### src/rtl/hi_xcorr_seq.sv
// Capture sequencer for the HF cross-correlation receive path: applies mode changes on
// correlator frame boundaries, blanks settling frames, then gates N I/Q frames to the SSP.
module hi_xcorr_seq #(
  parameter int SETTLE_FRAMES = 2,
  parameter int CNT_W         = 16,
  parameter int TIMEOUT       = 4096
) (
  input  logic             ck_1356meg,
  input  logic             nreset,
  input  logic             cfg_valid,
  output logic             cfg_ready,
  input  logic             cfg_is_848,
  input  logic             cfg_quarter_freq,
  input  logic             cfg_snoop,
  input  logic [CNT_W-1:0] cfg_frames,
  input  logic             abort,
  input  logic             corr_phase_msb,
  output logic             xcorr_is_848,
  output logic             xcorr_quarter_freq,
  output logic             snoop,
  output logic             ssp_gate,
  output logic             busy,
  output logic             done,
  output logic             timeout_err,
  output logic [CNT_W-1:0] frames_left
);
  localparam int WD_W = (TIMEOUT > 2) ? $clog2(TIMEOUT) : 1;
  localparam int ST_W = (SETTLE_FRAMES > 1) ? $clog2(SETTLE_FRAMES + 1) : 1;
  localparam logic [WD_W-1:0] WD_MAX = WD_W'(TIMEOUT - 1);

  typedef enum logic [2:0] {IDLE, PEND, SETTLE, RUN, DONE} state_t;

  state_t           state_q, state_d;
  logic             sync1_q, sync2_q, prev_q;
  logic [WD_W-1:0]  wd_q, wd_d;
  logic [ST_W-1:0]  settle_q, settle_d;
  logic             sh_848_q, sh_848_d, sh_qf_q, sh_qf_d, sh_snoop_q, sh_snoop_d;
  logic [CNT_W-1:0] sh_frames_q, sh_frames_d;
  logic             m848_q, m848_d, mqf_q, mqf_d, msnoop_q, msnoop_d;
  logic [CNT_W-1:0] left_q, left_d;
  logic             terr_q, terr_d, gate_q, done_q;
  logic             frame_tick, wd_fire;

  // Falling edge of the counter MSB marks the 63->0 wrap of the correlator.
  assign frame_tick = prev_q & ~sync2_q;
  assign wd_fire    = (wd_q == WD_MAX) & ~frame_tick;

  always_comb begin
    state_d     = state_q;
    settle_d    = settle_q;
    sh_848_d    = sh_848_q;
    sh_qf_d     = sh_qf_q;
    sh_snoop_d  = sh_snoop_q;
    sh_frames_d = sh_frames_q;
    m848_d      = m848_q;
    mqf_d       = mqf_q;
    msnoop_d    = msnoop_q;
    left_d      = left_q;
    terr_d      = terr_q;
    if (abort && state_q != IDLE) begin
      state_d = IDLE;
    end else begin
      case (state_q)
        IDLE: if (cfg_valid) begin
          sh_848_d    = cfg_is_848;
          sh_qf_d     = cfg_quarter_freq;
          sh_snoop_d  = cfg_snoop;
          sh_frames_d = cfg_frames;
          terr_d      = 1'b0;
          state_d     = PEND;
        end
        PEND: if (wd_fire || frame_tick) begin
          m848_d   = sh_848_q;
          mqf_d    = sh_qf_q;
          msnoop_d = sh_snoop_q;
          settle_d = ST_W'(SETTLE_FRAMES);
          if (wd_fire) terr_d = 1'b1;
          if (SETTLE_FRAMES == 0) begin
            left_d  = sh_frames_q;
            state_d = RUN;
          end else begin
            state_d = SETTLE;
          end
        end
        SETTLE: if (wd_fire) begin
          terr_d  = 1'b1;
          state_d = DONE;
        end else if (frame_tick) begin
          settle_d = settle_q - ST_W'(1);
          if (settle_q == ST_W'(1)) begin
            left_d  = sh_frames_q;
            state_d = RUN;
          end
        end
        RUN: if (wd_fire) begin
          terr_d  = 1'b1;
          state_d = DONE;
        end else if (frame_tick && left_q != '0) begin
          left_d = left_q - CNT_W'(1);
          if (left_q == CNT_W'(1)) state_d = DONE;
        end
        DONE: state_d = IDLE;
        default: state_d = IDLE;
      endcase
    end
  end

  // Watchdog restarts on every boundary and every state transition.
  always_comb begin
    wd_d = wd_q;
    if (frame_tick || state_d != state_q) wd_d = '0;
    else if (wd_q != WD_MAX)              wd_d = wd_q + WD_W'(1);
  end

  always_ff @(posedge ck_1356meg or negedge nreset) begin
    if (!nreset) begin
      state_q     <= IDLE;
      sync1_q     <= 1'b0;
      sync2_q     <= 1'b0;
      prev_q      <= 1'b0;
      wd_q        <= '0;
      settle_q    <= '0;
      sh_848_q    <= 1'b0;
      sh_qf_q     <= 1'b0;
      sh_snoop_q  <= 1'b0;
      sh_frames_q <= '0;
      m848_q      <= 1'b0;
      mqf_q       <= 1'b0;
      msnoop_q    <= 1'b0;
      left_q      <= '0;
      terr_q      <= 1'b0;
      gate_q      <= 1'b0;
      done_q      <= 1'b0;
    end else begin
      state_q     <= state_d;
      sync1_q     <= corr_phase_msb;
      sync2_q     <= sync1_q;
      prev_q      <= sync2_q;
      wd_q        <= wd_d;
      settle_q    <= settle_d;
      sh_848_q    <= sh_848_d;
      sh_qf_q     <= sh_qf_d;
      sh_snoop_q  <= sh_snoop_d;
      sh_frames_q <= sh_frames_d;
      m848_q      <= m848_d;
      mqf_q       <= mqf_d;
      msnoop_q    <= msnoop_d;
      left_q      <= left_d;
      terr_q      <= terr_d;
      gate_q      <= (state_d == RUN);
      done_q      <= (state_d == DONE);
    end
  end

  assign cfg_ready          = (state_q == IDLE);
  assign busy               = ~cfg_ready;
  assign xcorr_is_848       = m848_q;
  assign xcorr_quarter_freq = mqf_q;
  assign snoop              = msnoop_q;
  assign ssp_gate           = gate_q;
  assign done               = done_q;
  assign timeout_err        = terr_q;
  assign frames_left        = left_q;
endmodule
### config.mk
export PLATFORM = sky130hd
export DESIGN_NAME = hi_xcorr_seq
export DESIGN_NICKNAME = d
export VERILOG_FILES = /design/src/rtl/hi_xcorr_seq.sv
export SDC_FILE = /design/constraint.sdc
export NUM_CORES = 1
export LEC_CHECK = 0
export CAP_MARGIN = 20
export CORE_MARGIN = 10
export CORE_UTILIZATION = 30
export CTS_BUF_LIST = sky130_fd_sc_hd__clkbuf_4 sky130_fd_sc_hd__clkbuf_8
export DETAILED_ROUTE_END_ITERATION = 10
export PLACE_DENSITY = 0.56
export SETUP_SLACK_MARGIN = 0.15
export SKIP_CTS_REPAIR_TIMING = 1
export SYNTH_ARGS = -nofsm -noshare
export SYNTH_HDL_FRONTEND = slang
export SYNTH_SLANG_ARGS = --single-unit
### constraint.sdc
create_clock -name ck_1356meg -period 2.72 [get_ports ck_1356meg]
set_clock_uncertainty 0.05 [all_clocks]
set_input_delay 0.68 -clock ck_1356meg [delete_from_list [all_inputs] [get_ports ck_1356meg]]
set_output_delay 0.68 -clock ck_1356meg [all_outputs]
set_load 0.01 [all_outputs]
==> Word-level counts from Yosys, hierarchy flattened <==
Cells that the tools add are included.
{ "classes": {"eq_ne": 17, "n_bitwise": 6, "n_mux": 26, "addsub": 3, "reduce_logical": 17} }
{ "op_table": {"columns": ["cell", "count"], "rows": [
  ["16-bit two-way mux", 5],
  ["16-bit case mux with 2 select lines", 1],
  ["3-bit two-way mux", 9],
  ["12-bit two-way mux", 2],
  ["16-bit by 1-bit == test with 1-bit output (second input constant)", 1],
  ["16-bit nonzero test", 1],
  ["16-bit by 1-bit subtractor with 16-bit output (second input constant)", 1],
  ["2-bit != test (second input constant)", 7],
  ["12-bit by 1-bit adder with 12-bit output (second input constant)", 1],
  ["12-bit == test (second input constant)", 1],
  ["12-bit != test (second input constant)", 1],
  ["3-bit case mux with 4 select lines", 1],
  ["3-bit by 2-bit == test with 1-bit output (second input constant)", 3],
  ["7-bit AND reduction", 1],
  ["2-bit two-way mux", 3],
  ["3-bit AND reduction", 2],
  ["2-bit nonzero test", 3],
  ["3-bit nonzero test", 2],
  ["5-bit AND reduction", 1],
  ["1-bit inverter", 4],
  ["2-bit case mux with 2 select lines", 1],
  ["4-bit AND reduction", 1],
  ["3-bit by 1-bit == test with 1-bit output (second input constant)", 1],
  ["3-bit == test (second input constant)", 1],
  ["other kinds (10)", 15]
]} }
{ "word_totals": {"elab_cells": 86, "out_inout_bits": 24, "ff_bits": 61, "in_bits": 24} }

==> Depth between registers and ports, before layout <==
{ "logic_depth": {"ltp_word": 11, "mapped_depth": 9, "ltp_nobuf": 7} }

==> Least setup slack after synthesis <==
No wires, ideal clock.
{ "synth_path": {"path_kind": "reg2reg", "start": "reg left_q[4], in the netlist frames_left[4]", "end": "reg left_q[15], in the netlist frames_left[15]", "path_slack_ns": 0.759, "required_ns": 2.528, "setup_ns": 0.142, "synth_period_minus_slack_ns": 1.961, "stages_incl_launch_ff": 7, "n_path_buf": 1, "t_arrival_ns": 1.769, "cell_sequence": "dfrtp_1 > buf_6 > or4_4 > nor3_4 > nand2_1 > o311ai_0 > o211ai_1"} }
{ "synth_via": {"elab_chain_len": 4, "word_cells_on_any_way": 8, "classes_between": "add/sub (1); eq/ne (1); mux (3); reduce/logical (3)"} }
{ "synth_lines": {"columns": ["element", "line_no", "text"], "rows": [
  ["start, declared", "40", "logic [CNT_W-1:0] left_q, left_d;"],
  ["start signal, assigned", "148", "left_q <= left_d;"],
  ["16-bit by 1-bit subtractor with 16-bit output or 16-bit nonzero test (tied branches)", "99, 98", null],
  ["16-bit two-way mux or 1-bit logical AND (tied branches)", "98", "end else if (frame_tick && left_q != '0) begin"],
  ["16-bit two-way mux or 2-bit != test (tied branches)", null, null],
  ["16-bit case mux with 2 select lines or 7-bit AND reduction (tied branches)", null, null]
]} }
Several ways; a longest one is shown, not always the timed one. The select of a mux whose other input is x is not followed.
A chain may end at the register's enable or synchronous reset.

==> Final worst setup path <==
{ "layout_path": {"start": "reg state_q[2]", "end": "out cfg_ready"} }
{ "layout_via": {"elab_chain_len": 1} }
{ "layout_lines": {"columns": ["element", "line_no", "text"], "rows": [
  ["start, declared", "33", "state_t state_q, state_d;"],
  ["start signal, assigned", "135", "state_q <= state_d;"],
  ["3-bit zero test", "155", "assign cfg_ready = (state_q == IDLE);"],
  ["end, declared", "11", "output logic cfg_ready,"]
]} }
No other way between the ends.

==> flow_summary_export.csv <==
group,metric,value,unit
run_status,status,"completed",
timing,tns,0,ps
timing,fin_crit_sh,91.9,%
cts,tritoncts.num_buffers,9,
logic_synthesis,synth_edf_count,0,
global_routing,grt_pass1_vias,2746,
logic_synthesis,ys_seq_area_share,47.0,%
cts,clkLatencyLatePin,350,ps
flow_run,drv_cap,0,
floorplan,core,10400,um^2
cts,ctsRootBufferMaster,"clkbuf_8",
worst_setup_path,crit_family,"buffers and inverters",
place,gp_congestion,0.821,
global_routing,gr-total-overflow,0,
timing,hold_viol_final,0,
logic_synthesis,synth_fa_ha_area_share,1.93,%
floorplan,die_w,124,um
timing,finalSetupViolations,0,
floorplan,num_io_pins,48,
power_and_ir_drop,leakage,1.62,nW
logic_synthesis,synth_top_family_by_area,"simple AND/OR/NAND/NOR gates",
finish,drive_gt1_share,18.3,%
place,port_buffers,47,
worst_setup_path,crit_buf_inv,1,
worst_setup_path,critPathMaxFanout,8,
power_and_ir_drop,clkPwrFrac,20.2,%
route,wire_per_inst,16.3,um
logic_synthesis,synth_mux_area_share,8.87,%
logic_synthesis,avgSynthCellArea,10.3,um^2
timing,fin_crit,2500,ps
floorplan,start_util,31.1,%
logic_synthesis,ys_ff_latch,61,
floorplan,die_area,15400,um^2
logic_synthesis,synthSimpleGateAreaFrac,20.7,%
worst_setup_path,critPathArrivalTime,1770,ps
logic_synthesis,synth_compound_area_share,16.5,%
place,hpwl,6080,um
route,drc,0,
timing,tightest_slew,604,ps
worst_setup_path,start_kind,"register",
logic_synthesis,ys.warnings.count,0,
finish,area_delta_synth_final,25.9,%
global_routing,grtUsageTotal,11.6,%
finish,fin_cells,513,
logic_synthesis,synthFlopType,"dfrtp_1",
logic_synthesis,synth_top_area_cell,"dfrtp_1",
cts,cts_buffer_depth,2,
timing,fin_ws,222,ps
global_routing,grtUsageMet3,4.07,%
finish,nets,401,
logic_synthesis,synth-xor-area-share,1.08,%
cts,h-tree-depth,3,
power_and_ir_drop,power_switching,1.30,mW
floorplan,die_h,124,um
route,ant_nets,0,
timing,relSlewSlack,59.7,%
finish,antenna_cells,0,
timing,rsz0062_at_grt,"true",
global_routing,grt_pass1_wl,14100,um
route,drt-total-wl,8350,um
worst_setup_path,cpMaxStageDelayCell,"clkdlybuf4s50_1",
logic_synthesis,async_flop_share,100,%
timing,finalMaxSlewViolations,0,
power_and_ir_drop,p_int,2.27,mW
power_and_ir_drop,swShare,36.4,%
power_and_ir_drop,combPwrFrac,38.3,%
logic_synthesis,synth_cell_types,57,
power_and_ir_drop,p_seq_share,41.5,%
global_routing,grt_max_degree,38,
global_routing,grtUsageMet1,14.3,%
route,drt-initial-drc-count,141,
route,viasPerCell,5.22,
logic_synthesis,synth_area,3240,um^2
timing,clock.fmax,0.400,GHz
worst_setup_path,required,1990,ps
cts,cts_tree,"yes",
worst_setup_path,crit_type,"reg -> out",
worst_setup_path,end_kind,"output port",
power_and_ir_drop,ir_drop,0.000530,V
logic_synthesis,syn_inst,316,
cts,clk_pin_slew,70,ps
global_routing,antenna_found_initial,0,
logic_synthesis,netlist.area_leader.share,47.0,%
logic_synthesis,synth_area_leaders,"dfrtp_1 47%, mux2_2 7.6%, a21oi_1 3.5%, o21ai_0 3.4%, nand2_1 2.8%",
route,dr.pass1.iters,4,
min_path,min_path_type,"in -> async",
global_routing,busiest_layer,"met2",
route,num_vias,2679,
timing,hold_slack,282,ps
worst_setup_path,critPathMaxStageDelay,610,ps
place,placedCellCount,497,
logic_synthesis,syn-num-nets,345,
worst_setup_path,cp_cell_sequence,"nor3_2 > clkdlybuf4s50_1",
global_routing,grt_use_met2,18.6,%
place,post-place-ws,145,ps
power_and_ir_drop,power.density,873,nW/um^2
cts,cts.sinks,61,
floorplan,num_rows,37,
layout by cell type, fill, tap and decap left out, types with 4 or more instances in the layout:
cell type,instances
nor3b_1,4
nand3_1,9
a2bb2oi_1,4
buf_4,13
clkbuf_8,9
nor4b_1,7
inv_1,9
nand2b_1,4
ha_1,5
a211oi_1,4
xnor2_1,4
a21oi_1,23
nor4_1,4
nor2_1,18
dfrtp_1,61
mux2i_1,4
mux2_2,22
o21ai_0,22
nand2_1,24
nor3_1,14
o21ai_1,4
clkdlybuf4s50_1,46
worst register-to-register path, delay by kind of cell (launching register included):
kind | cells | cell delay (ps)
AO/OA/AOI/OAI | 2 | 640
flip-flops | 1 | 510
AND/OR/NAND/NOR | 3 | 810
path summary, 6_finish.rpt:
| kind | from | endpoint | slack, ps | cells past startpoint |
|---|---|---|---|---|
| setup / recovery | state_q[2] | cfg_ready | 220 | 2 |
| hold / removal | nreset | settle_q[0] | 280 | 1 |
| setup reg to reg | wd_q[3] | wd_q[9] | 560 | 5 |
| hold reg to reg | sync1_q | sync2_q | 300 | 0 |
| max in group asynchronous | nreset | sh_qf_q | 1710 | 2 |
| min in group ck_1356meg | sync1_q | sync2_q | 300 | 0 |
power groups by stage:
stage / Sequential [mW] / Clock, mW / Combinational [mW]
after floorplan: 1.47 / 0 / 0.798
after global placement: 1.49 / 0 / 1.35
after detailed placement: 1.50 / 0 / 1.38
after CTS: 1.48 / 0.742 / 1.39
after global routing: 1.53 / 0.793 / 1.51
final: 1.48 / 0.719 / 1.36
flip-flops by register name, indices dropped and copies added, names as in the netlist:
name,flops
sync2_q,1
prev_q,1
xcorr_quarter_freq,1
ssp_gate,1
done,1
xcorr_is_848,1
settle_q,2
sync1_q,1
sh_frames_q,16
state_q,3
timeout_err,1
frames_left,16
snoop,1
sh_snoop_q,1
sh_848_q,1
sh_qf_q,1
wd_q,12
cell type report:
type	count	area, um^2
clock buffer	10	131
clock inverter	6	40.0
fill	1036	6330
inverter	9	33.8
multi-input combinational	230	1600
sequential	61	1530
tap	136	170
timing repair buffer	61	583
per-stage QoR:
step	util [%]	power [mW]	cell area [um^2]
global placement	37.5	2.84	3900
detailed placement	37.5	2.87	3900
floorplan	-	2.27	3240
finish	39.2	3.56	4080
global route	39.2	3.84	4080
CTS	39.1	3.61	4080
cells in the mapped netlist, drive strengths merged (4+ instances only):
master and number:
nand2b 4, ha 5, dfrtp 61, nor3b 5, nor3 18, nor4b 7
a211oi 4, a21oi 23, mux2 22, nand2 24, xnor2 4, and2 4
nor2 18, o21ai 26, nor2b 4, nand3 9, a2bb2oi 4, buf 10
clkbuf 6, mux2i 4, nor4 6, inv 9
cell families (layout without fill, tap and decap cells):
group	Yosys count	in the layout
AND/OR/NAND/NOR	111	111
adder cells (fa/ha/maj)	5	5
buffers and inverters	25	86
flip-flops	61	61
AO/OA/AOI/OAI	84	84
XOR/XNOR	4	4
multiplexers	26	26
per-layer routing:
layer  vias to the layer above  routed length [um]
li1                       1291                   -
met1                      1315                3730
met2                        62                4070
met3                        11                 472
met4                         0                  88
met5                         -                   0
No activity file was read; power rests on OpenSTA's default activity.
